==> config.mk <==
export PLATFORM = sky130hd
export DESIGN_NAME = mem_ctrl
export DESIGN_NICKNAME = d
export VERILOG_FILES = /design/src/rtl/mem_ctrl.sv
export SDC_FILE = /design/constraint.sdc
export NUM_CORES = 1
export LEC_CHECK = 0
export BUFFER_PORTS_ARGS = -buffer_cell sky130_fd_sc_hd__buf_4
export CORE_MARGIN = 2
export CORE_UTILIZATION = 30
export DETAILED_ROUTE_END_ITERATION = 8
export PLACE_DENSITY_LB_ADDON = 0.12
export SYNTH_ARGS = -nofsm -noshare
export SYNTH_HDL_FRONTEND = slang
export SYNTH_SLANG_ARGS = --single-unit
==> constraint.sdc <==
create_clock -name clk -period 3.09 [get_ports clk]
set_input_delay 0.1545 -clock clk [delete_from_list [all_inputs] [get_ports clk]]
set_output_delay 0.1545 -clock clk [all_outputs]
set_load 0.05 [all_outputs]
==> src/rtl/mem_ctrl.sv <==
// rtl/mem_ctrl.sv - MAR/MDR holder that sequences single read/write transactions into a synchronous ram
// Outputs are decoded straight from state so the async clear drops every strobe at once.
module mem_ctrl #(
  parameter int BITS     = 32,
  parameter int ADDR     = 9,
  parameter int READ_LAT = 1
) (
  input  logic            clk,
  input  logic            clr,
  input  logic [BITS-1:0] bus_in,
  input  logic            mar_in,
  input  logic            mdr_in,
  input  logic            req,
  input  logic            rnw,
  output logic            busy,
  output logic            done,
  output logic [BITS-1:0] mdr_out,
  output logic [BITS-1:0] ram_dataIn,
  output logic [ADDR-1:0] ram_address,
  output logic            ram_read,
  output logic            ram_write,
  input  logic [BITS-1:0] ram_dataOut
);

  localparam logic [2:0] S_IDLE    = 3'd0;
  localparam logic [2:0] S_WRITE   = 3'd1;
  localparam logic [2:0] S_READ    = 3'd2;
  localparam logic [2:0] S_CAPTURE = 3'd3;
  localparam logic [2:0] S_DONE    = 3'd4;

  localparam int CW = (READ_LAT > 1) ? $clog2(READ_LAT) : 1;
  localparam logic [CW-1:0] CNT_INIT = CW'(READ_LAT - 1);

  logic [2:0]      r_state;
  logic [ADDR-1:0] r_mar;
  logic [BITS-1:0] r_mdr;
  logic [CW-1:0]   r_cnt;

  always_ff @(posedge clk or posedge clr) begin
    if (clr) begin
      r_state <= S_IDLE;
      r_mar   <= '0;
      r_mdr   <= '0;
      r_cnt   <= '0;
    end else begin
      case (r_state)
        S_IDLE: begin
          // loads land on the same edge as req, so the transaction sees the new values
          if (mar_in) r_mar <= bus_in[ADDR-1:0];
          if (mdr_in) r_mdr <= bus_in;
          if (req) begin
            r_state <= rnw ? S_READ : S_WRITE;
            r_cnt   <= CNT_INIT;
          end
        end
        S_WRITE: r_state <= S_DONE;
        S_READ: begin
          if (r_cnt == '0) r_state <= S_CAPTURE;
          else             r_cnt   <= r_cnt - 1'b1;
        end
        S_CAPTURE: begin
          r_mdr   <= ram_dataOut;
          r_state <= S_DONE;
        end
        S_DONE:  r_state <= S_IDLE;
        default: r_state <= S_IDLE;
      endcase
    end
  end

  assign busy        = (r_state != S_IDLE);
  assign done        = (r_state == S_DONE);
  assign ram_write   = (r_state == S_WRITE);
  assign ram_read    = (r_state == S_READ);
  assign mdr_out     = r_mdr;
  assign ram_dataIn  = r_mdr;
  assign ram_address = r_mar;

endmodule
======== Yosys cells after proc, flatten, opt, wreduce, memory -nomap -nowiden ========
Cells that the tools add are included.
operators by class
  reductions and logical operators ........ 9
  add/subtract/negate cells ............... 1
  multiplexer cells ....................... 9
  equality and inequality tests ........... 7
operators by type and width
  kind                   number
  $pmux W32 S2           1
  $mux W32               1
  $pmux W3 S3            1
  $reduce_and A2 Y1      4
  $eq A3 B2 Y1 const B   2
  $mux W3                2
  $ne A2 B2 Y1 const B   3
  $reduce_bool A2 Y1     2
  $eq A3 B1 Y1 const B   1
  $eq A3 B3 Y1 const B   1
  $logic_not A3 Y1       1
  $reduce_bool A3 Y1     1
  $mux W1                2
  $mux W2                1
  $pmux W1 S2            1
  $reduce_or A2 Y1       1
  $sub A1 B1 Y1 const B  1
word-level totals
  output and inout port bits .............. 77
  bits in registers ....................... 45
  input port bits ......................... 70
  word-level logic and storage cells ...... 30

======== Depth between registers and ports, before layout ========
Gate-level depths: netlist (run 1).
  depth in word-level cells ............... 3
  depth in mapped cells ................... 6
  mapped depth without buffers ............ 3

======== Worst setup path before layout (run 1) ========
OpenSTA, ideal clock, no wires.
  path kind ............................... reg2reg
  start ................................... reg r_state[2]
  end ..................................... reg r_mar[0], in the netlist ram_address[0]
  required time ........................... 2.965 ns
  setup time .............................. 0.125 ns
  period minus slack after synthesis ...... 1.878 ns
  stages on the path, launching flop included .. 5
  slack ................................... 1.212 ns
  path buffers ............................ 1
  data arrival time ....................... 1.753 ns
  cell sequence ........................... dfrtp_1 -> buf_4 -> or3_1 -> nor2_4 -> mux2_2
between the ends
  word-level cells in the longest chain between the ends .. 2
ends and longest elaborated chain
  item                                RTL line  source
  from (decl)                         34        logic [2:0] r_state;
  from (signal assigned)              52        r_state <= rnw ? S_READ : S_WRITE;
  $logic_not A3 Y1                    46        case (r_state)
  $reduce_and A2 Y1 (no source line)  --
  to (signal assigned)                49        if (mar_in) r_mar <= bus_in[ADDR-1:0];
  to (decl)                           35        logic [ADDR-1:0] r_mar;
Every way passes these cells.
A chain may end at the register's enable or synchronous reset.

======== Worst setup path after layout (run 1) ========
  start ................................... reg r_state[0]
  end ..................................... reg r_mdr[20], in the netlist mdr_out[20]
between the ends
  word-level cells in the longest chain between the ends .. 3
  elaborated cells on any way between the ends .. 6
  classes of those cells .................. 2 x eq/ne; 1 x mux; 3 x reduce/logical
ends and longest elaborated chain
  item                                                                 RTL line  source
  $eq A3 B2 Y1 or $logic_not A3 Y1 (tied branches)                     46
  $reduce_bool A2 Y1 (no source line) or $ne A2 B2 Y1 (tied branches)  --
  $reduce_and A2 Y1 (no source line)                                   --
  to (signal assigned)                                                 50        if (mdr_in) r_mdr <= bus_in;
  to (signal assigned)                                                 62        r_mdr <= ram_dataOut;
  to (decl)                                                            36        logic [BITS-1:0] r_mdr;
Several ways; a longest one is shown, not always the timed one.

==> impl_metrics.py, run 1 <==
metrics = {
    "run_status": {
        "status": "completed",
    },
    "worst_setup_path": {
        "startpoint_type": "flop",
        "reg2reg_from": "r_state[0]",
        "reg2reg_slack_ns": 1.02,
        "arrival_ns": 2.25,
        "crit_type": "flop to flop",
        "worstSetupEndpointType": "flop",
        "path_max_fanout": 21,
        "regToRegEndpoint": "mdr_out[20]",
        "rr_worst_depth": 4,
        "worst_ep_required_time_ns": 3.27,
    },
    "sta": {
        "tns_ns": 0,
        "skew_ns": 0.00550,
        "finalMaxSlewViolations": 0,
        "min_period_ns": 2.07,
        "final-hold-violation-count": 0,
        "fmax_mhz": 482,
        "rsz0062_at_grt": "no",
        "slew-limit-headroom_pct": 38.0,
        "worst_pin_slew_ns": 0.917,
        "fin_ws_ns": 1.02,
        "setup_viol": 0,
        "fin_crit_sh_pct": 67.1,
    },
    "die": {
        "std_cell_rows": 32,
        "die_h_microns": 92.9,
        "die_area_sq_um": 8640,
        "die_x_microns": 92.9,
        "pin_count": 147,
        "core-area_sq_um": 7690,
        "start_util_pct": 30.9,
    },
    "logic_synthesis": {
        "ys_seq_elements": 44,
        "seq_area_frac_synth_pct": 46.4,
        "ys_warn_count": 0,
        "synth_cell_types": 22,
        "avgSynthCellArea_sq_um": 13.0,
        "syn-cell-area_sq_um": 2370,
        "synth_cells": 183,
        "synth_nets": 253,
    },
    "finish": {
        "final_area_sq_um": 3400,
        "fillers": 728,
        "instances_no_fill": 400,
        "drive_above_1_share_pct": 73.2,
        "fin_nets": 367,
        "diodes": 0,
        "syn2layout_area_growth_pct": 43.5,
    },
    "clock_tree": {
        "numClockSinks": 44,
        "cts_resized": 0,
        "holdBufCountCts": 0,
        "postCtsSetupBuffers": 0,
        "cts_tree": "done",
        "numCtsBuffers": 5,
        "cts_root_buf": "clkbuf_8",
        "clk_pin_slew_ns": 0.08,
        "max-clock-path-buffers": 2,
        "clk_latency_ns": 0.29,
        "ctsHtreeMaxLevel": 2,
    },
    "detailed_routing": {
        "wire_per_inst_microns": 13.4,
        "drt-total-wl_microns": 5380,
        "antenna_left": 0,
        "drc": 0,
        "drt_iter0_markers": 32,
        "viasPerCell": 4.28,
        "first_pass_iters": 4,
        "via_count": 1710,
    },
    "placement": {
        "port_buffers": 146,
        "hpwl_microns": 4030,
        "placed_cells": 392,
        "post-place-ws_ns": 1.00,
        "gp_congestion": 0.716,
        "placed_cell_area_sq_um": 3290,
    },
    "grt": {
        "antenna_found_initial": 0,
        "grt_pass1_vias": 1709,
        "grt.overflow.total": 0,
        "grt_pass1_wl_microns": 8420,
        "grt.total_usage_pct": 12.5,
        "grt_max_degree": 45,
    },
    "flow_run": {
        "maxCapViolations": 0,
    },
    "hold_path": {
        "min_path_type": "input pin to async pin",
    },
}
-- flip-flops by register name, indices dropped and copies added, names as in the netlist --
| signal | flops |
|---|---|
| mdr_out | 32 |
| ram_address | 9 |
| r_state | 3 |
-- kinds of logic after synthesis --
kind of cell	count (synthesis)	synth area share, %
flip-flops	44	46.4
multiplexers	63	30.4
AO/OA/AOI/OAI	13	3.74
buffers and inverters	51	15.7
AND/OR/NAND/NOR	12	3.69
-- cells in the mapped netlist --
library cell	instances	area, sq um
mux2_2	53	597
dfrtp_1	44	1100
buf_4	34	255
inv_1	9	33.8
buf_6	7	78.8
a22oi_1	5	37.5
o21ai_0	5	25.0
mux2_1	4	45.0
mux2_4	4	60.1
a21oi_1	2	10.0
mux2i_1	2	20.0
nor2b_1	2	12.5
nor3_1	2	10.0
nor3b_1	2	15.0
a21oi_4	1	16.3
and3b_1	1	8.76
buf_2	1	5.00
nand2_1	1	3.75
nor2_4	1	11.3
nor4b_1	1	8.76
or3_1	1	6.26
or3b_4	1	11.3
-- area by class of cell --
class	count	area, sq um	share of cell area (%)
clock buffer	5	68.8	2.02
clock inverter	3	42.5	1.25
inverter	9	33.8	0.993
multi-input combinational	88	898	26.4
sequential	44	1100	32.4
tap	102	128	3.75
timing repair buffer	149	1130	33.2
-- worst max path at each step --
stage	from	endpoint	slack, ns	cells after the start
floorplan	r_state[2]	ram_address[0]	1.21	4
global placement	r_state[0]	mdr_out[9]	1.03	4
detailed placement	r_state[2]	mdr_out[23]	1.00	4
CTS	r_state[0]	mdr_out[15]	0.98	4
global route	r_state[0]	mdr_out[24]	0.91	4
finish	r_state[0]	mdr_out[20]	1.02	4
-- layer usage --
metal  track usage (%)  vias up  routed length (microns)
met5                 0        -                        0
met4              3.68        0                       30
met3              5.29        2                      620
met2              19.7       94                     2420
met1              15.5      789                     2300
li1                  -      825                        -
-- worst max-delay path, cell delays in order (launching register included) --
cell	delay, ns
dfrtp_1	0.49
or3b_4	0.45
a21oi_4	0.43
buf_12	0.24
mux2_2	0.35
-- placed cells by master, fill, tap and decap left out --
master      instances
mux2_2             53
clkinv_2            1
nor3b_1             2
bufinv_16           1
nand2_1             1
mux2_1              4
inv_1               8
nor2_4              1
clkbuf_8            5
and3b_1             1
a22oi_1             5
nor2b_1             2
or3b_4              1
mux2_4              4
a21oi_4             1
o21ai_0             5
inv_2               1
a21oi_1             2
nor4b_1             1
clkinvlp_4          1
buf_12              1
dfrtp_1            44
mux2i_1             2
buf_4             148
or3_1               1
nor3_1              2
-- stage by stage --
stage	hold slack [ns]	utilization [%]
floorplan	0.294	-
global route	0.0737	44.3
CTS	0.0819	44.3
global placement	0.393	42.8
finish	0.0730	44.3
detailed placement	0.404	42.8
Power of run 1 is not shown: default switching activity piles up to over one toggle a cycle in this logic, so the estimate is an artifact.
==> run 2: changes to the inputs <==
- clock period: 3.09 -> 1.95 ns (I/O delays scaled with it)
==> run 2 against run 1 <==
Net effect: via count is 2.9% higher; maximum frequency grew 19%; clock-buffer cell count up 3; worst setup slack lost 0.80 ns; sequential cell count unchanged; final cell count rose by 2.3%; clock skew decreased by 0.00097 ns; first-iteration DRC count down 44%; hold slack worse by 0.032 ns; wire length is 3.0% higher; critical path depth unchanged; non-clock buffer count increased by 9; largest cell class unchanged; highest routed layer unchanged.
==> impl_metrics.py, run 2 (synthesis gave the netlist of run 1 again) <==
metrics = {
    "run_status": {
        "status": "completed",
    },
    "worst_setup_path": {
        "path_cells": "or3b_4 -> a21oi_4 -> buf_4 -> mux2_2",
        "crit_cells": 4,
        "arrival_ns": 1.92,
        "path_buf_inv": 1,
        "path_max_fanout": 13,
        "critPathSlowestCell": "dfrtp_1",
        "crit_start": "r_state[0]",
        "rr_worst_depth": 4,
        "crit_type": "flop to flop",
        "startpoint_type": "flop",
        "slowest_delay_ns": 0.42,
        "reg2reg_from": "r_state[0]",
        "worstSetupEndpointType": "flop",
        "cpLargestDelayFamily": "flip-flops",
        "worst_ep_required_time_ns": 2.13,
    },
    "die": {
        "die_x_microns": 92.9,
        "start_util_pct": 30.9,
        "pin_count": 147,
        "std_cell_rows": 32,
        "die_area_sq_um": 8640,
        "die_h_microns": 92.9,
        "core-area_sq_um": 7690,
    },
    "clock_tree": {
        "clk_latency_ns": 0.29,
        "cts_resized": 0,
        "ctsHtreeMaxLevel": 2,
        "max-clock-path-buffers": 2,
        "cts_tree": "done",
        "numClockSinks": 44,
        "cts_root_buf": "clkbuf_8",
        "numCtsBuffers": 5,
        "clk_pin_slew_ns": 0.08,
        "holdBufCountCts": 1,
        "postCtsSetupBuffers": 0,
    },
    "finish": {
        "syn2layout_area_growth_pct": 45.5,
        "fin_nets": 376,
        "diodes": 0,
        "instances_no_fill": 409,
        "largest_reg_flops": 32,
        "drive_above_1_share_pct": 73.0,
        "final_core_util_pct": 44.9,
        "layout_common_cells": "buf_4 (156), mux2_2 (53), dfrtp_1 (44), inv_1 (8), clkbuf_8 (6)",
        "final_common_cell": "buf_4",
    },
    "grt": {
        "grt_pass1_vias": 1764,
        "antenna_found_initial": 0,
        "grt.total_usage_pct": 13.2,
        "grt.overflow.total": 0,
        "grt_pass1_wl_microns": 9000,
        "grt_max_degree": 34,
    },
    "sta": {
        "worst_pin_slew_ns": 0.693,
        "finalMaxSlewViolations": 0,
        "fmax_mhz": 576,
        "rsz0062_at_grt": "no",
        "setup_viol": 0,
        "min_period_ns": 1.74,
        "fin_crit_sh_pct": 89.1,
        "final-hold-violation-count": 0,
        "slew-limit-headroom_pct": 53.7,
        "skew_ns": 0.00453,
        "tns_ns": 0,
    },
    "detailed_routing": {
        "drt_iter0_markers": 18,
        "antenna_left": 0,
        "drt-total-wl_microns": 5540,
        "drc": 0,
        "viasPerCell": 4.30,
        "wire_per_inst_microns": 13.5,
        "first_pass_iters": 4,
        "via_count": 1759,
    },
    "placement": {
        "port_buffers": 146,
        "placed_cells": 400,
        "gp_congestion": 0.725,
        "hpwl_microns": 4340,
    },
    "hold_path": {
        "min_path_type": "input pin to flop",
        "worstHoldStart": "bus_in[1]",
        "hold_depth": 2,
    },
    "flow_run": {
        "maxCapViolations": 0,
    },
}
## run 2: path summary, 6_finish.rpt
path                                  end  slack (ns)
max reg2reg                   mdr_out[18]        0.21
max                           mdr_out[18]        0.21
min reg2reg                    r_state[2]        0.50
min                        ram_address[1]        0.04
max in group asynchronous      mdr_out[3]        0.86
min in group asynchronous     mdr_out[15]        0.48
## run 2: layout make-up
cell class / count / area, sq um
clock buffers: 8 / 90.1
fillers: 764 / 4240
inverters: 9 / 33.8
multi-input cells: 88 / 898
flip-flops and latches: 44 / 1100
well taps: 102 / 128
repair buffers: 158 / 1200
## run 2: metal layers
layer | wire length [microns] | GRT usage [%] | vias to the layer above | share of wire, %
met5 | 0 | 0 | - | 0
met4 | 61 | 3.31 | 0 | 1.1
met3 | 601 | 4.88 | 6 | 11
met2 | 2490 | 20.9 | 95 | 45
met1 | 2390 | 17.0 | 813 | 43
li1 | - | - | 845 | -
## run 2: per-stage QoR
step / worst slack, ns / hold slack [ns] / instance area (sq um)
6_report: 0.213 / 0.0410 / 3450
5_1_grt: 0.127 / 0.0279 / 3450
4_1_cts: 0.210 / 0.0283 / 3450
3_5_place_dp: 0.221 / 0.260 / 3350
3_3_place_gp: 0.244 / 0.270 / 3350
2_1_floorplan: 0.0723 / 0.237 / 2370
Power of run 2 is left out for the same reason.
==> run 3: changes to the inputs <==
- CTS_BUF_LIST: default -> sky130_fd_sc_hd__clkbuf_4 sky130_fd_sc_hd__clkbuf_8
==> run 3 against run 2 <==
Net effect: non-clock buffer count stayed put; first-iteration DRC count stayed put; die area stayed put; sequential cell count stayed put; cell area is 0.22% higher; clock-buffer cell count stayed put; largest cell class unchanged; highest routed layer unchanged.
==> impl_metrics.py, run 3 (synthesis gave the netlist of run 1 again) <==
metrics = {
    "detailed_routing": {
        "antenna_left": 0,
        "via_count": 1759,
        "wire_per_inst_microns": 13.5,
        "m1WireLength_microns": 2390,
        "first_pass_iters": 4,
        "dr_wl_met2_microns": 2490,
        "top_layer_used": "met4",
        "viasPerCell": 4.30,
        "drt-total-wl_microns": 5540,
        "wl_met3_microns": 601,
        "drc": 0,
        "drt_iter0_markers": 18,
    },
    "grt": {
        "grt_max_degree": 34,
        "grt_pass1_vias": 1764,
        "grt.overflow.total": 0,
        "grt_pass1_wl_microns": 9000,
        "antenna_found_initial": 0,
        "grt.total_usage_pct": 13.2,
    },
    "die": {
        "pin_count": 147,
        "start_util_pct": 30.9,
        "die_area_sq_um": 8640,
        "die_x_microns": 92.9,
        "die_h_microns": 92.9,
        "std_cell_rows": 32,
        "core-area_sq_um": 7690,
    },
    "finish": {
        "final_common_cell": "buf_4",
        "largest_reg_flops": 32,
        "syn2layout_area_growth_pct": 45.8,
        "fin_nets": 376,
        "diodes": 0,
        "drive_above_1_share_pct": 73.6,
        "instances_no_fill": 409,
        "final_area_sq_um": 3460,
        "regArea_sq_um": 1100,
        "fillers": 762,
        "multi_input_area_sq_um": 898,
        "layout_common_cells": "buf_4 (156), mux2_2 (53), dfrtp_1 (44), inv_1 (8), clkbuf_8 (6)",
    },
    "worst_setup_path": {
        "crit_cells": 4,
        "path_max_fanout": 13,
        "rr_worst_depth": 4,
        "startpoint_type": "flop",
        "worstSetupEndpointType": "flop",
        "slowest_delay_ns": 0.42,
        "path_buf_inv": 1,
        "reg2reg_slack_ns": 0.21,
        "arrival_ns": 1.92,
        "cpLargestDelayFamily": "flip-flops",
        "worst_ep_required_time_ns": 2.13,
        "critPathSlowestCell": "dfrtp_1",
        "crit_type": "flop to flop",
        "path_cells": "or3b_4 -> a21oi_4 -> buf_4 -> mux2_2",
    },
    "sta": {
        "slew-limit-headroom_pct": 53.6,
        "fmax_mhz": 576,
        "rsz0062_at_grt": "no",
        "fin_crit_sh_pct": 89.1,
        "min_period_ns": 1.74,
        "setup_viol": 0,
        "worst_pin_slew_ns": 0.695,
        "skew_ns": 0.00463,
        "finalMaxSlewViolations": 0,
        "final-hold-violation-count": 0,
        "tns_ns": 0,
        "hold_ws_ns": 0.0410,
    },
    "clock_tree": {
        "cts_root_buf": "clkbuf_8",
        "cts_tree": "done",
        "max-clock-path-buffers": 2,
        "holdBufCountCts": 1,
        "postCtsSetupBuffers": 0,
        "clk_pin_slew_ns": 0.08,
        "numCtsBuffers": 5,
        "numClockSinks": 44,
        "clk_latency_ns": 0.29,
        "cts_resized": 0,
        "ctsHtreeMaxLevel": 2,
    },
    "placement": {
        "placed_cells": 400,
        "placed_cell_area_sq_um": 3350,
        "port_buffers": 146,
        "gp_congestion": 0.725,
        "hpwl_microns": 4340,
    },
    "flow_run": {
        "maxCapViolations": 0,
    },
    "hold_path": {
        "hold_depth": 2,
        "min_path_type": "input pin to flop",
    },
    "run_status": {
        "status": "completed",
    },
}
[run 3: metrics by stage]
step | setup slack (ns) | utilization [%]
floorplan | 0.0723 | -
global placement | 0.244 | 43.6
detailed placement | 0.221 | 43.6
CTS | 0.210 | 45.0
global route | 0.127 | 45.0
finish | 0.213 | 45.0
[run 3: final cells by class]
cell class / count / area share [%]
clock buffers: 8 / 2.82
flip-flops and latches: 44 / 31.8
inverters: 9 / 0.976
repair buffers: 158 / 34.7
multi-input cells: 88 / 26.0
well taps: 102 / 3.69
[run 3: worst paths after layout]
check,startpoint,endpoint
setup / recovery,r_state[0],mdr_out[18]
min in group asynchronous,clr,mdr_out[15]
hold / removal,bus_in[1],ram_address[1]
setup reg to reg,r_state[0],mdr_out[18]
max in group asynchronous,clr,mdr_out[3]
hold reg to reg,r_state[2],r_state[2]
[run 3: per-layer routing]
metal | vias to the layer above | track usage (%)
met1 | 813 | 17.0
met3 | 6 | 4.88
met5 | - | 0
li1 | 845 | -
met2 | 95 | 20.9
met4 | 0 | 3.31
Power of run 3 is left out for the same reason.
